$ cat config.mk
export PLATFORM = sky130hd
export DESIGN_NAME = uart_frame_reader
export DESIGN_NICKNAME = d
export VERILOG_FILES = /design/src/rtl/uart_frame_reader.sv
export SDC_FILE = /design/constraint.sdc
export NUM_CORES = 1
export LEC_CHECK = 0
export ABC_AREA = 1
export CAP_MARGIN = 15
export CELL_PAD_IN_SITES_DETAIL_PLACEMENT = 0
export CELL_PAD_IN_SITES_GLOBAL_PLACEMENT = 2
export CORE_MARGIN = 2
export CORE_UTILIZATION = 45
export DETAILED_ROUTE_END_ITERATION = 8
export DONT_BUFFER_PORTS = 1
export PLACE_DENSITY_LB_ADDON = 0.1
export SYNTH_ARGS = -nofsm -noshare
export SYNTH_HDL_FRONTEND = slang
export SYNTH_SLANG_ARGS = --single-unit
$ cat constraint.sdc
create_clock -name clock -period 3.6 [get_ports clock]
set_input_delay 0.72 -clock clock [delete_from_list [all_inputs] [get_ports clock]]
set_output_delay 0.72 -clock clock [all_outputs]
set_load 0.02 [all_outputs]
$ cat src/rtl/uart_frame_reader.sv
`default_nettype none
// ============================================================================
// Module  : uart_frame_reader
// Brief   : Paced reader for a UART receive FIFO. Assembles SYNC/LEN/payload/
//           checksum frames into a local buffer and streams checksum-good
//           payloads downstream over a valid/ready port.
// Revision: 1.0 - initial release
// ============================================================================
module uart_frame_reader #(
  parameter logic [7:0] SYNC    = 8'h7E,
  parameter int         MAX_LEN = 16,
  parameter int         RD_GAP  = 4
) (
  input  logic       clock,
  input  logic       reset,
  input  logic       rx_data_present,
  input  logic [7:0] rx_data,
  output logic       read_from_uart,
  output logic       out_valid,
  output logic [7:0] out_data,
  output logic       out_last,
  input  logic       out_ready,
  output logic       frame_error,
  output logic [7:0] frame_count,
  output logic       busy
);

  localparam int             IW        = $clog2(MAX_LEN + 1);
  localparam int             GW        = $clog2(RD_GAP + 1);
  localparam int             DEPTH     = 1 << IW;
  localparam logic [GW-1:0]  GAP_LOAD  = GW'(RD_GAP);
  localparam logic [7:0]     MAX_LEN_B = 8'(MAX_LEN);
  localparam logic [IW-1:0]  ONE_IDX   = IW'(1);

  typedef enum logic [2:0] {
    S_HUNT    = 3'd0,
    S_LEN     = 3'd1,
    S_PAYLOAD = 3'd2,
    S_CHECK   = 3'd3,
    S_DRAIN   = 3'd4
  } state_t;

  state_t        state, state_nxt;
  logic [GW-1:0] gap, gap_nxt;
  logic [IW-1:0] len, len_nxt;
  logic [IW-1:0] idx, idx_nxt, idx_inc;
  logic [7:0]    sum, sum_nxt, sum_add;
  logic [7:0]    mem [DEPTH];

  logic          take;
  logic          wr_en;
  logic          out_valid_nxt;
  logic [7:0]    out_data_nxt;
  logic          out_last_nxt;
  logic          frame_error_nxt;
  logic [7:0]    frame_count_nxt;
  logic          busy_nxt;

  // A byte is taken only once the cooldown has expired, and never while a
  // frame is being drained so the UART FIFO absorbs downstream backpressure.
  assign take    = rx_data_present && (gap == '0) && (state != S_DRAIN);
  assign idx_inc = idx + 1'b1;
  assign sum_add = sum + rx_data;
  assign wr_en   = take && (state == S_PAYLOAD);

  // Next-state, datapath and registered-output computation.
  always_comb begin
    state_nxt       = state;
    len_nxt         = len;
    idx_nxt         = idx;
    sum_nxt         = sum;
    out_valid_nxt   = out_valid;
    out_data_nxt    = out_data;
    out_last_nxt    = out_last;
    frame_error_nxt = 1'b0;
    frame_count_nxt = frame_count;

    // Cooldown runs independently of the frame state and survives errors.
    if (take) begin
      gap_nxt = GAP_LOAD;
    end else if (gap != '0) begin
      gap_nxt = gap - 1'b1;
    end else begin
      gap_nxt = gap;
    end

    case (state)
      S_HUNT: begin
        if (take && (rx_data == SYNC)) begin
          state_nxt = S_LEN;
        end
      end
      S_LEN: begin
        if (take) begin
          if ((rx_data == 8'h00) || (rx_data > MAX_LEN_B)) begin
            frame_error_nxt = 1'b1;
            state_nxt       = S_HUNT;
          end else begin
            len_nxt   = rx_data[IW-1:0];
            sum_nxt   = rx_data;
            idx_nxt   = '0;
            state_nxt = S_PAYLOAD;
          end
        end
      end
      S_PAYLOAD: begin
        if (take) begin
          sum_nxt = sum_add;
          idx_nxt = idx_inc;
          if (idx_inc == len) begin
            state_nxt = S_CHECK;
          end
        end
      end
      S_CHECK: begin
        if (take) begin
          if (sum_add == 8'h00) begin
            state_nxt     = S_DRAIN;
            idx_nxt       = '0;
            out_valid_nxt = 1'b1;
            out_data_nxt  = mem[0];
            out_last_nxt  = (len == ONE_IDX);
          end else begin
            frame_error_nxt = 1'b1;
            state_nxt       = S_HUNT;
          end
        end
      end
      S_DRAIN: begin
        if (out_valid && out_ready) begin
          if (idx_inc == len) begin
            state_nxt       = S_HUNT;
            out_valid_nxt   = 1'b0;
            out_last_nxt    = 1'b0;
            frame_count_nxt = frame_count + 8'd1;
          end else begin
            idx_nxt      = idx_inc;
            out_data_nxt = mem[idx_inc];
            out_last_nxt = ((idx_inc + 1'b1) == len);
          end
        end
      end
      default: begin
        state_nxt = S_HUNT;
      end
    endcase

    busy_nxt = (state_nxt != S_HUNT);
  end

  // State register and registered outputs; reset discards any partial frame.
  always_ff @(posedge clock or negedge reset) begin
    if (!reset) begin
      state          <= S_HUNT;
      gap            <= '0;
      len            <= '0;
      idx            <= '0;
      sum            <= '0;
      read_from_uart <= 1'b0;
      out_valid      <= 1'b0;
      out_data       <= '0;
      out_last       <= 1'b0;
      frame_error    <= 1'b0;
      frame_count    <= '0;
      busy           <= 1'b0;
    end else begin
      state          <= state_nxt;
      gap            <= gap_nxt;
      len            <= len_nxt;
      idx            <= idx_nxt;
      sum            <= sum_nxt;
      read_from_uart <= take;
      out_valid      <= out_valid_nxt;
      out_data       <= out_data_nxt;
      out_last       <= out_last_nxt;
      frame_error    <= frame_error_nxt;
      frame_count    <= frame_count_nxt;
      busy           <= busy_nxt;
    end
  end

  // Payload buffer; contents are only meaningful between LEN and DRAIN.
  always_ff @(posedge clock) begin
    if (wr_en) begin
      mem[idx] <= rx_data;
    end
  end

endmodule
`default_nettype wire

==> results of run 1 <==
repair_timing:
item,4_1_cts,5_1_grt
hold buffers,1,0
endpoints found under the setup margin,0,0
endpoints found under the hold margin,45,0
layout make-up:
| class | count | share of cell area |
|---|---|---|
| clock buffers | 41 | 0.0593 |
| clock inverters | 22 | 0.0143 |
| inverters | 155 | 0.0377 |
| multi-input cells | 924 | 0.271 |
| flip-flops and latches | 301 | 0.568 |
| well taps | 396 | 0.0319 |
| repair buffers | 31 | 0.0179 |
registers in the layout (all words and copies together), names as in the netlist:
signal / count
read_from_uart: 1
sum: 8
idx: 5
frame_count: 8
state: 3
out_data: 8
mem: 256
frame_error: 1
busy: 1
out_last: 1
len: 5
gap: 3
out_valid: 1
power groups by stage:
stage / clock network (mW) / logic [mW] / registers (mW)
after floorplan: 0 / 2.22 / 4.14
after global placement: 0 / 3.05 / 4.18
after detailed placement: 0 / 3.04 / 4.18
after CTS: 3.59 / 3.06 / 4.11
after global routing: 3.73 / 3.44 / 4.13
final: 3.53 / 3.05 / 4.11
layer usage:
metal / global-route usage / wire length [um] / vias to the layer above / part of all wire
li1: - / - / 4734 / -
met1: 0.319 / 16700 / 4625 / 0.47
met2: 0.354 / 16300 / 214 / 0.46
met3: 0.0294 / 1430 / 54 / 0.040
met4: 0.0673 / 918 / 0 / 0.026
met5: 0 / 0 / - / 0
per-stage QoR:
| stage | worst slack (ns) | power, mW | hold slack [ns] | cells |
|---|---|---|---|---|
| 2_1_floorplan | 1.15 | 6.36 | 0.424 | 1439 |
| 3_3_place_gp | 0.650 | 7.23 | 0.425 | 1806 |
| 3_5_place_dp | 0.571 | 7.22 | 0.425 | 1806 |
| 4_1_cts | 0.552 | 10.8 | 0.0484 | 1870 |
| 5_1_grt | 0.358 | 11.3 | 0.0498 | 1870 |
| 6_report | 0.589 | 10.7 | 0.0432 | 1870 |
cell families after synthesis:
| group | count (synthesis) |
|---|---|
| flops | 301 |
| xor+xnor | 11 |
| simple gates | 852 |
| fa+ha+maj | 17 |
| buf+inv | 214 |
| compound gates | 44 |
path summary, 6_finish.rpt:
check | from | to | slack [ns] | cells past startpoint
hold / removal | reset | frame_count[3]$_DFFE_PN0P_ | 0.04 | 1
setup reg to reg | gap[0]$_DFFE_PN0P_ | mem[29][0]$_DFFE_PP_ | 0.59 | 9
max in group asynchronous | reset | idx[0]$_DFFE_PN0P_ | 3.29 | 1
min in group clock | rx_data[4] | mem[18][4]$_DFFE_PP_ | 0.29 | 0
setup / recovery | gap[0]$_DFFE_PN0P_ | mem[29][0]$_DFFE_PP_ | 0.59 | 9
hold reg to reg | sum[3]$_DFFE_PN0P_ | sum[3]$_DFFE_PN0P_ | 0.49 | 2
placed cells by master, fill, tap and decap left out, types with 3 or more instances in the layout:
cell	instances
clkbuf_16	36
inv_2	9
xor2_1	3
nand2_1	528
ha_1	15
clkinv_1	9
nand2_4	5
nor2_1	77
xnor2_1	8
a21oi_1	8
o21ai_0	22
buf_4	28
inv_1	144
nand3_1	211
nand4_1	8
edfxtp_1	256
clkinv_2	6
nand3b_1	4
nor3_1	5
nand2_2	6
a32o_1	3
bufinv_16	4
dfrtp_1	44
clkbuf_1	5
==> impl_metrics.py, run 1 <==
metrics = {
    "status": {
        "status": "complete, no violations",
    },
    "worst_setup_path": {
        "crit_path_max_fanout": 8,
        "cp_cell_sequence": "inv_1, ha_1, inv_1, or2_1, inv_1, nand3_1, nor2_1, nand2_1, nor2_1",
        "cp.required_ns": 3.74,
        "critPathLaunchType": "flip-flop",
        "cp.arrival_ns": 3.15,
        "critPathMostFrequentCell": "inv_1",
        "path_delay_family": "simple AND/OR/NAND/NOR gates",
        "worst-path-buf-inv": 3,
        "critical-path-max-stage-delay_ns": 0.68,
        "cpMaxStageDelayCell": "nor2_1",
        "cp-end-kind": "flip-flop",
        "crit_type": "flip-flop to flip-flop",
    },
    "synth": {
        "yosysMostFrequentCell": "nand2_1",
        "yosysWarnings": 0,
        "muxShareOfSynthArea": 0,
        "synth_area_sq_mm": 0.0139,
        "synth.net_count": 1468,
        "synth_top_area_frac": 0.555,
        "synth-compound-area-share": 0.0199,
        "synth_adder_area_share": 0.0159,
        "synth_top_family_by_area": "simple AND/OR/NAND/NOR gates",
        "ys_top_cells_by_count": "528 x nand2_1, 256 x edfxtp_1, 211 x nand3_1",
        "synth_xor_area_frac": 0.00695,
        "async_flop_share": 0.150,
        "synth_seq_cells": 301,
        "ys_types": 37,
        "synth-simple-area-share": 0.260,
        "avgSynthCellArea_sq_um": 9.63,
        "synthCells": 1439,
        "yosysTopAreaCell": "edfxtp_1",
        "synthTopCellsByArea": "edfxtp_1 55%, nand2_1 14%, dfrtp_1 8.1%, nand3_1 7.6%, inv_1 3.9%",
        "ys.flop_type": "edfxtp_1",
        "synth_edf_count": 256,
        "yosysSeqAreaShare": 0.636,
    },
    "sta": {
        "hold_viol": 0,
        "grt_setup_unrepaired": "no",
        "skew_ns": 0.0143,
        "max_freq_ghz": 0.332,
        "setup-tns-final_ns": 0,
        "slew_headroom": 0.378,
        "fin_crit_ns": 3.01,
        "worstMarginPinSlew_ns": 0.932,
        "finalSetupViolCount": 0,
        "final_max_slew_viol_count": 0,
        "finalCritPeriodShare": 0.836,
    },
    "layout": {
        "num_antenna_cells": 0,
        "final_nets": 1477,
        "seqCellArea_sq_mm": 0.00882,
        "num-fill-cells": 2839,
        "syn_to_final_growth_pct": 12.0,
        "final_core_util": 0.510,
        "multi_input_area_sq_mm": 0.00420,
        "design_area_sq_mm": 0.0155,
        "drive_above_1_share": 0.0767,
    },
    "power_and_ir_drop": {
        "static-leakage-power_nw": 6.56,
        "p_seq_frac": 0.384,
        "swShare": 0.345,
        "pwr-share-comb": 0.285,
        "power.switching_mw": 3.68,
        "p_clk_frac": 0.330,
        "ir_drop_mv": 0.392,
        "p_per_area_mw_per_mm2": 689,
        "p_int_mw": 7.00,
    },
    "global_routing": {
        "grt_pass1_vias": 9671,
        "grt_start_max_net_pins": 84,
        "globalRoute.totalOverflow": 0,
        "antenna_found_initial": 1,
        "grt_pass1_wl_um": 55600,
        "grtUsageTotal": 0.222,
    },
    "clock_tree": {
        "path_clk_slew_ns": 0.06,
        "cts.path.max_buffers": 3,
        "root_buffer": "clkbuf_16",
        "clock_latency_ns": 0.52,
        "cts_setup_buffers": 0,
        "cts_htree_levels": 2,
        "cts_resized": 0,
        "cts_buffers": 35,
        "cts_tree": "yes",
        "cts.sinks": 301,
    },
    "place": {
        "io_buffer_count": 0,
        "hpwl_um": 21700,
        "gp_congestion": 0.796,
        "placed_area_sq_mm": 0.0143,
    },
    "detailed_routing": {
        "wirelength_um": 35400,
        "dr.pass1.iters": 5,
        "post_drt_wl_per_cell_um": 18.9,
        "vias_per_cell": 5.15,
        "vias": 9627,
        "drt_first_iter_violations": 594,
        "post-route-drc-count": 0,
        "ant_nets": 0,
    },
    "die": {
        "rows": 64,
        "dieWidth_um": 179,
        "core_area_sq_mm": 0.0304,
        "initial_core_util": 0.455,
        "boundaryPins": 33,
        "die_area_sq_mm": 0.0322,
        "fp.dieH_um": 179,
    },
    "flow_run": {
        "max_cap_viol_count": 0,
    },
    "hold_path": {
        "hp-class": "primary input to asynchronous set/reset pin",
    },
}
Note: power is estimated with default switching activity, not from simulation.
==> run 2: changes to the inputs <==
Settings changed: CORE_UTILIZATION 45 to 37.
Clock period 3.6 ns to 2.6 ns, I/O delays scaled along.
==> run 2 against run 1 <==
Effect of this change: die area rose by 21%; clock power is 41% higher; design area rose by 2.9%; count of clock-buffer cells in the layout increased by 5; critical path depth is 3 higher; flip-flop and latch count is the same; utilization fell by 7.6 points; sequential share of layout area fell by 1.6 points; register-to-register slack got worse by 0.34 ns; power increased by 42%; largest cell class unchanged; highest routed layer unchanged.
==> impl_metrics.py, run 2 (synthesized netlist as in run 1, its figures left out) <==
metrics = {
    "status": {
        "status": "complete, no violations",
    },
    "sta": {
        "final_max_slew_viol_count": 0,
        "max_freq_ghz": 0.425,
        "finalCritPeriodShare": 0.905,
        "worstMarginPinSlew_ns": 0.732,
        "finalSetupViolCount": 0,
        "fin_crit_ns": 2.35,
        "skew_ns": 0.0249,
        "hold_viol": 0,
        "slew_headroom": 0.512,
        "grt_setup_unrepaired": "no",
        "setup-tns-final_ns": 0,
    },
    "global_routing": {
        "grt_start_max_net_pins": 133,
        "grt_pass1_vias": 9562,
        "globalRoute.totalOverflow": 0,
        "antenna_found_initial": 1,
        "grtUsageTotal": 0.193,
        "grt_pass1_wl_um": 56400,
    },
    "hold_path": {
        "holdPathEnd": "mem[0][3]$_DFFE_PP_",
        "hp-class": "primary input to flip-flop",
        "min_from": "rx_data[3]",
        "hold_depth": 0,
    },
    "worst_setup_path": {
        "r2r_cells": 12,
        "cp-end-kind": "flip-flop",
        "cp.arrival_ns": 2.79,
        "cp.required_ns": 3.04,
        "worstReg2RegStart": "idx[0]$_DFFE_PN0P_",
        "crit_type": "flip-flop to flip-flop",
        "r2r_slack_ns": 0.25,
        "crit_path_max_fanout": 24,
        "r2r_end": "out_data[7]$_DFFE_PN0P_",
        "critPathLaunchType": "flip-flop",
    },
    "detailed_routing": {
        "post_drt_wl_per_cell_um": 18.3,
        "post-route-drc-count": 0,
        "wirelength_um": 36100,
        "ant_nets": 0,
        "dr.pass1.iters": 5,
        "vias": 9563,
        "drt_first_iter_violations": 596,
        "vias_per_cell": 4.84,
    },
    "place": {
        "gp_congestion": 0.768,
        "io_buffer_count": 0,
        "placed_area_sq_mm": 0.0147,
        "hpwl_um": 22200,
    },
    "layout": {
        "drive_above_1_share": 0.0981,
        "final_common_cell": "nand2_1",
        "final_nets": 1515,
        "final_core_util": 0.434,
        "largest_register_ffs": 256,
        "regMostFlops": "mem",
        "syn_to_final_growth_pct": 15.2,
        "design_area_sq_mm": 0.0160,
        "layout_common_cells": "528 x nand2_1, 256 x edfxtp_1, 210 x nand3_1, 144 x inv_1, 76 x nor2_1",
        "num_antenna_cells": 0,
    },
    "clock_tree": {
        "cts.sinks": 301,
        "root_buffer": "clkbuf_16",
        "cts_htree_levels": 2,
        "cts.path.max_buffers": 3,
        "cts_buffers": 36,
        "path_clk_slew_ns": 0.06,
        "cts_tree": "yes",
        "clock_latency_ns": 0.55,
    },
    "die": {
        "boundaryPins": 33,
        "initial_core_util": 0.377,
        "dieWidth_um": 198,
        "die_area_sq_mm": 0.0390,
        "core_area_sq_mm": 0.0368,
        "fp.dieH_um": 198,
        "rows": 70,
    },
    "power_and_ir_drop": {
        "finalPower_mw": 15.1,
        "static-leakage-power_nw": 6.76,
        "p_per_area_mw_per_mm2": 948,
        "ir_drop_mv": 0.552,
    },
    "flow_run": {
        "max_cap_viol_count": 0,
    },
}
[run 2: cell count changes in the layout (fill, tap and decap cells not counted), sizes merged]
cell | before | now
buf | 31 | 66
dlygate4sd3 | 0 | 1
clkinvlp | 1 | 0
nand2 | 540 | 541
clkbuf | 41 | 46
inv | 155 | 154
clkinv | 17 | 11
[run 2: stage by stage]
stage,std cells,hold slack (ns),setup WS (ns)
floorplan,1439,0.224,0.218
global placement,1911,0.225,0.112
detailed placement,1911,0.225,0.0596
CTS,1973,0.0470,0.196
global route,1976,0.0525,0.00297
finish,1976,0.0747,0.248
[run 2: worst max-delay path by stage]
stage / start / slack [ns] / depth (start not counted) / to
3_3_place_gp: rx_data[0] / 0.11 / 15 / idx[2]$_DFFE_PN0P_
2_1_floorplan: idx[0]$_DFFE_PN0P_ / 0.22 / 16 / out_data[3]$_DFFE_PN0P_
3_5_place_dp: rx_data[0] / 0.06 / 15 / idx[1]$_DFFE_PN0P_
4_1_cts: idx[0]$_DFFE_PN0P_ / 0.20 / 13 / out_data[2]$_DFFE_PN0P_
5_1_grt: idx[0]$_DFFE_PN0P_ / 0.003 / 13 / out_data[0]$_DFFE_PN0P_
6_report: idx[0]$_DFFE_PN0P_ / 0.25 / 12 / out_data[7]$_DFFE_PN0P_
[run 2: area by class of cell]
type / count / area (sq um)
Clock inverter: 14 / 179
Fill cell: 3569 / 20800
Sequential cell: 301 / 8820
Multi-Input combinational cell: 925 / 4210
Tap cell: 468 / 586
Clock buffer: 46 / 981
Timing Repair Buffer: 67 / 601
Inverter: 155 / 584
[run 2: routing by layer]
metal / GRT usage / part of all wire
met2: 0.316 / 0.48
met5: 0 / 0
met1: 0.265 / 0.47
met3: 0.0265 / 0.033
met4: 0.0629 / 0.021
[run 2: timing repair]
item                       CTS  global route
hold endpoints to repair    45             0
setup endpoints to repair    0             9
resized for setup            0             2
buffers inserted             0             2
hold buffers                 2             0
[run 2: report_power, final]
| part | internal [mW] | leakage (nW) | switching (mW) |
|---|---|---|---|
| clock | 3.05 | 0.565 | 1.94 |
| combinational | 1.43 | 3.31 | 3.02 |
| sequential | 5.45 | 2.89 | 0.239 |
[run 2: critical path, cell delays in order, from the launching register on]
cell     delay (ns)
dfrtp_4        0.53
ha_1           0.26
nor2_1         0.19
inv_2          0.05
nand2_2        0.17
buf_12         0.22
nand3_1        0.14
nand3_1        0.16
nand3_1        0.21
nand3_1        0.14
nand2_1        0.06
nand3_1        0.06
nand2_1        0.05
